<file path="src/rtl/mux2_rr_arbiter.sv">
// Two-input round-robin arbiter driving a shared data mux, with a per-grant
// burst limit so that neither requester can starve the other.
module mux2_rr_arbiter #(
    parameter int WIDTH     = 8,
    parameter int MAX_BURST = 4
) (
    input  logic             clk,
    input  logic             rst,
    input  logic             req_a,
    input  logic [WIDTH-1:0] data_a,
    input  logic             req_b,
    input  logic [WIDTH-1:0] data_b,
    input  logic             out_ready,
    output logic             gnt_a,
    output logic             gnt_b,
    output logic             sel,
    output logic             out_valid,
    output logic [WIDTH-1:0] out_data,
    output logic             ack_a,
    output logic             ack_b
);

    localparam int CNT_W = (MAX_BURST > 1) ? $clog2(MAX_BURST) : 1;
    localparam logic [CNT_W-1:0] LAST_BEAT = CNT_W'(MAX_BURST - 1);
    localparam logic SERVED_A = 1'b1;
    localparam logic SERVED_B = 1'b0;

    typedef enum logic [1:0] {
        IDLE    = 2'd0,
        GRANT_A = 2'd1,
        GRANT_B = 2'd2
    } state_t;

    state_t           state_q, state_d;
    logic [CNT_W-1:0] cnt_q, cnt_d;
    logic             last_served_q, last_served_d;

    logic cur_is_a;
    logic cur_req;
    logic oth_req;
    logic beat;
    logic grant_end;

    assign gnt_a     = (state_q == GRANT_A);
    assign gnt_b     = (state_q == GRANT_B);
    assign sel       = (state_q == GRANT_A);
    assign out_data  = sel ? data_a : data_b;
    assign out_valid = (gnt_a & req_a) | (gnt_b & req_b);
    assign ack_a     = gnt_a & req_a & out_ready;
    assign ack_b     = gnt_b & req_b & out_ready;

    assign cur_is_a  = (state_q == GRANT_A);
    assign cur_req   = cur_is_a ? req_a : req_b;
    assign oth_req   = cur_is_a ? req_b : req_a;
    assign beat      = ack_a | ack_b;
    assign grant_end = !cur_req || (beat && (cnt_q == LAST_BEAT));

    // A stalled downstream freezes the whole grant, including a requester
    // that has dropped its request, so nothing moves until out_ready returns.
    always_comb begin
        state_d       = state_q;
        cnt_d         = cnt_q;
        last_served_d = last_served_q;
        case (state_q)
            IDLE: begin
                if (req_a && (!req_b || (last_served_q == SERVED_B))) begin
                    state_d = GRANT_A;
                    cnt_d   = '0;
                end else if (req_b) begin
                    state_d = GRANT_B;
                    cnt_d   = '0;
                end
            end
            GRANT_A, GRANT_B: begin
                if (out_ready) begin
                    if (grant_end) begin
                        last_served_d = cur_is_a ? SERVED_A : SERVED_B;
                        cnt_d         = '0;
                        if (oth_req) begin
                            state_d = cur_is_a ? GRANT_B : GRANT_A;
                        end else if (cur_req) begin
                            state_d = state_q;
                        end else begin
                            state_d = IDLE;
                        end
                    end else if (beat) begin
                        cnt_d = cnt_q + CNT_W'(1);
                    end
                end
            end
            default: begin
                state_d = IDLE;
                cnt_d   = '0;
            end
        endcase
    end

    // Reset points last_served at B so the first contended grant goes to A.
    always_ff @(posedge clk or posedge rst) begin
        if (rst) begin
            state_q       <= IDLE;
            cnt_q         <= '0;
            last_served_q <= SERVED_B;
        end else begin
            state_q       <= state_d;
            cnt_q         <= cnt_d;
            last_served_q <= last_served_d;
        end
    end

endmodule

</file>
<file path="config.mk">
export PLATFORM = sky130hd
export DESIGN_NAME = mux2_rr_arbiter
export DESIGN_NICKNAME = d
export VERILOG_FILES = /design/src/rtl/mux2_rr_arbiter.sv
export SDC_FILE = /design/constraint.sdc
export NUM_CORES = 1
export LEC_CHECK = 0
export CAP_MARGIN = 20
export CORE_UTILIZATION = 35
export DETAILED_ROUTE_END_ITERATION = 10
export PLACE_DENSITY_LB_ADDON = 0.05
export REMOVE_ABC_BUFFERS = 1
export SKIP_LAST_GASP = 1
export SLEW_MARGIN = 20
export SYNTH_ARGS = -nofsm -noshare
export SYNTH_HDL_FRONTEND = slang
export SYNTH_SLANG_ARGS = --single-unit
</file>
<file path="constraint.sdc">
create_clock -name clk -period 1.8 [get_ports clk]
set_input_delay 0.27 -clock clk [delete_from_list [all_inputs] [get_ports clk]]
set_output_delay 0.27 -clock clk [all_outputs]
set_load 0.01 [all_outputs]
</file>
; ---- After elaboration in Yosys (flattened, before gate mapping)
; Index checks and enable logic that the tools add are counted.
[totals]
ff_bits = 5
out_inout_bits = 14
wordCells = 48
input_bits = 21
[op_classes]
bitwise_logic = 7
n_mux = 18
eq_ne = 8
addsub = 1
n_reduce_logical = 11
[op_table]
columns = cell, count
row1 = 2-bit two-way mux, 12
row2 = 3-bit inequality test (second input constant), 3
row3 = 8-bit two-way mux, 1
row4 = 2-bit one-hot mux with 2 select lines, 2
row5 = 3-bit AND reduction, 2
row6 = 1-bit AND, 4
row7 = 2-bit == test (second input constant), 2
row8 = 2-bit inequality test (second input constant), 2
row9 = 4-bit AND reduction, 1
row10 = 1-bit two-way mux, 3
row11 = 2-bit by 1-bit adder with 2-bit output (second input constant), 1
row12 = 2-bit by 1-bit == test with 1-bit output (second input constant), 1
row13 = 1-bit logical AND, 2
row14 = 1-bit logical NOT, 2
row15 = 2-bit logical NOT, 1
row16 = 1-bit logical OR, 2
row17 = 1-bit OR, 2
row18 = 2-bit OR reduction, 1
row19 = 1-bit NOT, 1

; ---- Longest topological paths before layout
; Gate-level depths: netlist (run 1).
[depth]
depth_word = 9
ltp_mapped = 7
mapped_depth_nobuf = 6

; ---- Least setup slack after synthesis (run 1)
; Ideal clock, no wire load.
[synth_timing]
kind = reg-to-output
start = reg state_q[1]
end = out out_data[0]
path_buffers = 1
path_stages_with_launch = 5
arrival_time_ns = 1.521
required_ns = 1.530
path_slack_ns = 0.009
path_cell_list = dfrtp_1 -> inv_1 -> ha_1 -> clkbuf_1 -> mux2_2
[synth_via]
elab_chain_cells = 2
[synth_lines]
columns = element, line
row1 = "start, declared", 34  ; state_t state_q, state_d;
row2 = "start signal, assigned", 105  ; state_q <= state_d;
row3 = 2-bit by 1-bit == test with 1-bit output, -
row4 = named net gnt_a, 14  ; output logic gnt_a,
row5 = 8-bit two-way mux, 47  ; assign out_data = sel ? data_a : data_b;
row6 = "end, declared", 18  ; output logic [WIDTH-1:0] out_data,
; The timed path passes the listed nets, and every way through them passes these cells.

; ---- Worst setup path after layout (run 1)
[layout_timing]
start = reg state_q[1]
end = out out_data[6]
[layout_via]
elab_chain_cells = 2
[layout_lines]
columns = element, line
row1 = 2-bit by 1-bit == test with 1-bit output, 46  ; assign sel = (state_q == GRANT_A);
row2 = 8-bit two-way mux, 47
; Every way passes these cells.

==> results.rst, run 1 <==
.. list-table::
   :header-rows: 1

   * - Metric
     - Value
   * - Outcome
     - finished clean
   * - Crit path time final
     - 1.79 ns
   * - TritonCTS Sinks
     - 5
   * - Area share of xor/xnor cells in the synthesized design
     - 0%
   * - Family with the most delay on the worst path
     - buffers and inverters
   * - WL/cell
     - around 13 microns
   * - Number of global-route vias before repair
     - around 510
   * - Clock tree from TritonCTS
     - yes
   * - Detail Route Antenna Nets
     - 0
   * - Post-synthesis sequential area ratio
     - between 20% and 30%
   * - Count of pins on the block boundary
     - 35
   * - Arrival time at the worst endpoint
     - around 1.5 ns
   * - Leading cell type in the layout, fill and taps excluded
     - clkdlybuf4s50_1
   * - Reg area
     - ~130 sq um
   * - DRC violations left
     - 0
   * - DRT iter0 DRCs
     - 10
   * - Post-DP HPWL
     - 1.33 mm
   * - Hold WS
     - around 0.23 ns
   * - Power density of the placed cells
     - 1230 nW/um^2
   * - TritonCTS Buffers
     - 3
   * - Combined buffer and inverter count along the critical path
     - 3
   * - Register bit total from synthesis
     - 5
   * - Fmax
     - ~560 MHz
   * - Maximum net fanout on the critical path
     - 9
   * - Netlist area before placement
     - about 530 sq um
   * - Synth warnings
     - 0
   * - Multiplexer share of the synthesized area
     - 20.8%
   * - Met3 track demand over resource
     - about 2.2%
   * - Clk Latency, worst-skew pair
     - roughly 0.24 ns
   * - Multi-input gate area
     - between 300 and 400 sq um
   * - Number of synthesized flops with an enable pin
     - 0
   * - Fraction of synthesis flops using an asynchronous set or reset pin
     - 100%
   * - Highest-delay cell along the critical path
     - dfrtp_1
   * - Number of pins with negative max-slew slack in the final report
     - 0
   * - Syn avg cell area
     - between 8 and 9 sq um
   * - Count of unique library cells instantiated by Yosys
     - 27
   * - Clock Root Buffer
     - clkbuf_4
   * - Total core area
     - ~1400 sq um
   * - Cell count after placement
     - 120
   * - # diodes
     - 0
   * - Met2 usage in global routing
     - 34.8%
   * - Tightest slew margin relative to the limit
     - 84.2%
   * - Number of cell instances on the worst register-to-register path
     - 6
   * - Initial antenna violation count
     - 0
   * - Global-route wire length before repair
     - 2.04 mm
   * - FF-to-FF Start
     - state_q[0]$_DFFE_PP0P_
   * - Setup violators final
     - 0
   * - Startpoint-to-endpoint class of the critical path
     - reg -> out
   * - Fin Setup TNS
     - 0 ns
   * - Buffers on Ports
     - 34
   * - Drt via density
     - 5.19
   * - Hold Path Class
     - in -> async
   * - Global route hottest layer
     - met2
   * - RD Place Congestion
     - approximately 0.84
   * - Final hold violation count
     - 0
   * - Max VDD drop
     - 1.07 mV
   * - Global route total overflow
     - 0
   * - Vertical die dimension
     - slightly above 40 microns
   * - Setup skew after layout
     - 0.00203 ns
   * - Cells after Synth
     - 61
   * - Initial Utilization
     - approximately two fifths
   * - Setup crit start kind
     - flip-flop
   * - Pre-antenna DRT Iters
     - 4
   * - RSZ-0062 raised after global routing
     - true
   * - Area delta synth->final
     - 88.8%
   * - Standby leakage power
     - ~0.51 nW
   * - Ys flop type
     - dfrtp_1
   * - Simple-gate share of the synthesized area
     - 19.0%
   * - Nets@finish
     - ~140
   * - Max-cap viol count
     - 0
   * - Chip width
     - about 40 microns
   * - CTS clk-pin slew, worst paths
     - roughly 0.040 ns
   * - Synth Area in Adders
     - 11.7%
   * - R2R Setup Slk
     - about 0.11 ns
   * - Synth Area in Compound Gates
     - about 18%
   * - Reg-to-reg critical path endpoint
     - state_q[1]$_DFFE_PP0P_
   * - Level count of the clock H-tree
     - 1
   * - Type of destination of the critical path
     - output port
   * - Std-Cell Rows
     - 13
   * - Global routing usage summed across all routing layers
     - 19.0%
   * - Hold bufs inserted after CTS
     - 0
   * - Fraction of met1 tracks used by global routing
     - between 20% and 30%
   * - Buffers from clock root to sink, at most
     - 2
   * - Routed via count
     - ~650
   * - Slew at the pin closest to its max-slew limit
     - ~0.24 ns
   * - Delay of the slowest cell on the worst path
     - approximately 0.38 ns
   * - Die area
     - approximately 1700 sq um
   * - Fraction of layout cells with a size suffix above 1
     - 35.5%
   * - Largest net degree at the start of global routing
     - 10
   * - Crit path required time
     - 1.53 ns
   * - Combinational family with the most area after synthesis
     - multiplexers
   * - Cell breakdown of the critical path
     - inv_2 -> ha_4 -> buf_12 -> mux2_2 -> clkdlybuf4s15_1
   * - Count of filler cells inserted in the layout
     - about 110
   * - Total detailed-routing wirelength
     - around 1.6 mm
   * - Commonest cells after routing, fill and taps aside
     - clkdlybuf4s50_1, buf_4, mux2_2
   * - Final period util
     - about 99%
   * - Number of non-filler instances in the completed layout
     - approximately 130
## synthesized netlist by cell type (2+ instances only)
cell	instances	area (sq um)
ha_1	5	62.6
a22o_1	2	17.5
inv_1	6	22.5
nor2b_1	2	12.5
dfrtp_1	5	125
and3_1	2	12.5
nand2_1	8	30.0
mux2_2	9	101
nand3_1	4	20.0
## routing by layer
layer / routed length, microns / up-vias
met1: 622 / 295
met2: 781 / 32
li1: - / 320
met5: 0 / -
met3: 210 / 2
met4: 17 / 0
## cells by family after synthesis
family,count (synthesis)
multiplexers,10
buffers and inverters,9
adder cells (fa/ha/maj),5
AO/OA/AOI/OAI,12
AND/OR/NAND/NOR,20
flip-flops,5
## where the power goes
group,switching (mW),internal (mW),leakage [nW]
clock network,0.0437,0.0836,0.0150
registers,0.0368,0.156,0.0650
logic,0.393,0.526,0.426
## registers in the layout, summed over array words and instances, names as in the netlist
| signal | count |
|---|---|
| cnt_q | 2 |
| last_served_q | 1 |
| state_q | 2 |
## how the worst max path moves through the flow
stage | start | endpoint | slack (ns) | cells after the start
final | state_q[1]$_DFFE_PP0P_ | out_data[6] | 0.01 | 5
after global routing | state_q[1]$_DFFE_PP0P_ | out_data[6] | -0.05 | 5
after CTS | state_q[0]$_DFFE_PP0P_ | out_data[6] | -0.07 | 4
after detailed placement | state_q[1]$_DFFE_PP0P_ | out_data[6] | -0.06 | 5
after global placement | req_b | ack_b | -0.03 | 3
after floorplan | state_q[1]$_DFFE_PP0P_ | cnt_q[1]$_DFFE_PP0P_ | -0.20 | 6
## cell type report
| class | count | area share, % |
|---|---|---|
| Clock buffer | 4 | 2.61 |
| Inverter | 6 | 2.23 |
| Tap cell | 15 | 1.86 |
| Multi-Input combinational cell | 47 | 38.7 |
| Sequential cell | 5 | 12.5 |
| Timing Repair Buffer | 48 | 42.1 |
## per-stage QoR
stage               instance area (sq um)  power [mW]  utilization [%]  worst slack (ns)
floorplan                             518       0.648                -            -0.202
global placement                      987        1.11             72.3           -0.0344
detailed placement                    987        1.14             72.3           -0.0630
CTS                                  1030        1.27             75.5           -0.0659
global route                         1010        1.34             73.8           -0.0456
finish                               1010        1.24             73.8            0.0101
## worst reg2reg max path: stages, from the launching register on
cell,delay (ns)
dfrtp_2,0.43
ha_4,0.18
buf_4,0.16
nor2b_1,0.20
o221ai_1,0.15
nand2_1,0.11
mux2_2,0.33
## what timing repair did
action	CTS	global route
setup endpoints to repair	14	12
setup buffers	1	0
resized for setup	26	13
(Power assumes the default switching activity.)
==> run 2: changes to the inputs <==
--- a/config.mk
+++ b/config.mk
@@ -6,7 +6,10 @@
 export NUM_CORES = 1
 export LEC_CHECK = 0
 export CAP_MARGIN = 20
-export CORE_UTILIZATION = 35
+export CELL_PAD_IN_SITES_DETAIL_PLACEMENT = 0
+export CELL_PAD_IN_SITES_GLOBAL_PLACEMENT = 2
+export CORE_ASPECT_RATIO = 1.4
+export CORE_UTILIZATION = 19
 export DETAILED_ROUTE_END_ITERATION = 10
 export PLACE_DENSITY_LB_ADDON = 0.05
 export REMOVE_ABC_BUFFERS = 1
@@ -15,3 +18,4 @@
 export SYNTH_ARGS = -nofsm -noshare
 export SYNTH_HDL_FRONTEND = slang
 export SYNTH_SLANG_ARGS = --single-unit
+export TNS_END_PERCENT = 50
==> constraint.sdc (replaced) <==
create_clock -name clk -period 2.2 [get_ports clk]
set_input_delay 0.33 -clock clk [delete_from_list [all_inputs] [get_ports clk]]
set_output_delay 0.33 -clock clk [all_outputs]
set_load 0.01 [all_outputs]
==> results.rst, run 2 (same netlist as run 1, synthesis figures left out) <==
.. list-table::
   :header-rows: 1

   * - Metric
     - Value
   * - Number of non-filler instances in the completed layout
     - between 100 and 150
   * - Hold Path Class
     - in -> async
   * - Global routing usage summed across all routing layers
     - 11.7%
   * - Buffers from clock root to sink, at most
     - 2
   * - Count of pins on the block boundary
     - 35
   * - Outcome
     - complete, but fails checks
   * - Global-route wire length before repair
     - 2.62 mm
   * - Fmax
     - 453 MHz
   * - Tightest slew margin relative to the limit
     - 78.8%
   * - DRC violations left
     - 0
   * - Total detailed-routing wirelength
     - 1.56 mm
   * - Cell count after placement
     - roughly 130
   * - Standby leakage power
     - ~0.44 nW
   * - DRT iter0 DRCs
     - 13
   * - CTS clk-pin slew, worst paths
     - 0.05 ns
   * - Routed via count
     - between 600 and 700
   * - Level count of the clock H-tree
     - 1
   * - Number of cell instances on the worst register-to-register path
     - 7
   * - Post-route cell area
     - about 1000 sq um
   * - Max-cap viol count
     - 0
   * - Setup slack after layout
     - -0.00737 ns
   * - Type of destination of the critical path
     - output port
   * - TritonCTS Buffers
     - 3
   * - Number of pins with negative max-slew slack in the final report
     - 0
   * - TritonCTS Sinks
     - 5
   * - Setup violators final
     - 2
   * - Std-Cell Rows
     - 22
   * - Pre-antenna DRT Iters
     - 4
   * - Worst setup slack before clock tree synthesis
     - between 0.2 and 0.25 ns
   * - Final hold violation count
     - 0
   * - Highest-delay cell along the critical path
     - clkdlybuf4s50_1
   * - FF-to-FF Start
     - state_q[1]$_DFFE_PP0P_
   * - Setup crit start kind
     - flip-flop
   * - R2R Setup Slk
     - ~0.39 ns
   * - RD Place Congestion
     - approximately 0.76
   * - Top Registers
     - cnt_q (2), state_q (2), last_served_q (1)
   * - Area of placed instances
     - about 950 sq um
   * - Delay of the slowest cell on the worst path
     - 0.47 ns
   * - Reg-to-reg critical path endpoint
     - state_q[1]$_DFFE_PP0P_
   * - Largest net degree at the start of global routing
     - 11
   * - Clock tree from TritonCTS
     - yes
   * - Clk Latency, worst-skew pair
     - between 0.2 and 0.25 ns
   * - Vertical die dimension
     - ~65 microns
   * - Maximum net fanout on the critical path
     - 8
   * - Number of post-CTS setup repair buffers
     - 0
   * - Setup skew after layout
     - approximately 0.0012 ns
   * - Buffers on Ports
     - 34
   * - Chip width
     - around 47 microns
   * - Power density of the placed cells
     - ~960 nW/um^2
   * - Hold bufs inserted after CTS
     - 0
   * - Slew at the pin closest to its max-slew limit
     - 0.317 ns
   * - Max VDD drop
     - ~0.56 mV
   * - WL/cell
     - approximately 11 microns
   * - Detail Route Antenna Nets
     - 0
   * - # diodes
     - 0
   * - Number of global-route vias before repair
     - 668
   * - Fraction of layout cells with a size suffix above 1
     - 17.8%
   * - Crit path required time
     - 1.87 ns
   * - Clock Root Buffer
     - clkbuf_4
   * - Drt via density
     - ~4.5
   * - Commonest cells after routing, fill and taps aside
     - clkdlybuf4s50_1, mux2_2, nand2_1
   * - Startpoint-to-endpoint class of the critical path
     - reg -> out
   * - Arrival time at the worst endpoint
     - 1.88 ns
   * - Die area
     - approximately 3000 sq um
   * - Cell breakdown of the critical path
     - inv_1 -> ha_2 -> buf_12 -> mux2_2 -> clkdlybuf4s50_1
   * - Post-DP HPWL
     - 1.29 mm
   * - Final period util
     - 100%
   * - Initial antenna violation count
     - 0
   * - Initial Utilization
     - around a fifth
   * - Nets@finish
     - around 130
   * - Leading cell type in the layout, fill and taps excluded
     - clkdlybuf4s50_1
   * - Crit path time final
     - approximately 2.2 ns
   * - Total core area
     - roughly 2600 sq um
   * - RSZ-0062 raised after global routing
     - true
   * - Final standard cell utilization of the core
     - between 30% and 40%
   * - Area delta synth->final
     - 83.8%
   * - Global route total overflow
     - 0
   * - Violations in the final reports
     - setup timing
-- run 2: cell types whose count changed in the layout (fill, tap and decap cells not counted), moves of 2 or more --
cell             delta
buf_2               -2
buf_4               -9
clkbuf_2            -5
clkdlybuf4s15_1     -2
clkdlybuf4s50_1     +8
inv_1               +2
inv_2               -2
-- run 2: report_power, final --
| part | internal (mW) | switching [mW] | leakage, nW |
|---|---|---|---|
| Clock | 0.0686 | 0.0384 | 0.0150 |
| Sequential | 0.125 | 0.0316 | 0.0662 |
| Combinational | 0.376 | 0.300 | 0.360 |
-- run 2: critical path, delay by kind of cell, from the launching register on --
kind | cells | cell delay (ns)
adder cells (fa/ha/maj) | 1 | 0.21
multiplexers | 1 | 0.32
buffers and inverters | 3 | 0.69
flip-flops | 1 | 0.41
-- run 2: worst max-delay path by stage --
| stage | from | end | slack (ns) | depth (start not counted) |
|---|---|---|---|---|
| 2_1_floorplan | state_q[1]$_DFFE_PP0P_ | cnt_q[1]$_DFFE_PP0P_ | 0.20 | 6 |
| 3_3_place_gp | state_q[1]$_DFFE_PP0P_ | out_data[6] | 0.20 | 5 |
| 3_5_place_dp | state_q[1]$_DFFE_PP0P_ | out_data[0] | 0.22 | 5 |
| 4_1_cts | state_q[1]$_DFFE_PP0P_ | out_data[7] | -0.03 | 5 |
| 5_1_grt | state_q[1]$_DFFE_PP0P_ | out_data[2] | -0.08 | 5 |
| 6_report | state_q[1]$_DFFE_PP0P_ | out_data[7] | -0.007 | 5 |
-- run 2: final cells by class --
class,count,area [sq um]
fill,296,1660
timing repair buffer,39,390
clock buffer,4,26.3
inverter,6,22.5
multi-input combinational,47,373
tap,36,45.0
sequential,5,125
-- run 2: metrics by stage --
stage                     setup TNS (ns)  total power, mW  hold slack (ns)
after floorplan                        0            0.530            0.109
after global placement                 0            0.871            0.512
after detailed placement               0            0.859            0.504
after CTS                         -0.136            0.961            0.282
final                            -0.0135            0.940            0.283
after global routing              -0.168             1.02            0.290
-- run 2: timing repair --
item                                    4_1_cts  5_1_grt
resized for setup                             5        2
endpoints found under the setup margin        9        5
pin swaps                                     0        0
-- run 2: metal layers --
layer	GRT usage, %	vias up	routed length [microns]
met5	0	-	0
met4	4.29	0	19
met3	3.06	2	85
met2	22.0	32	921
met1	11.2	283	535
li1	-	301	-
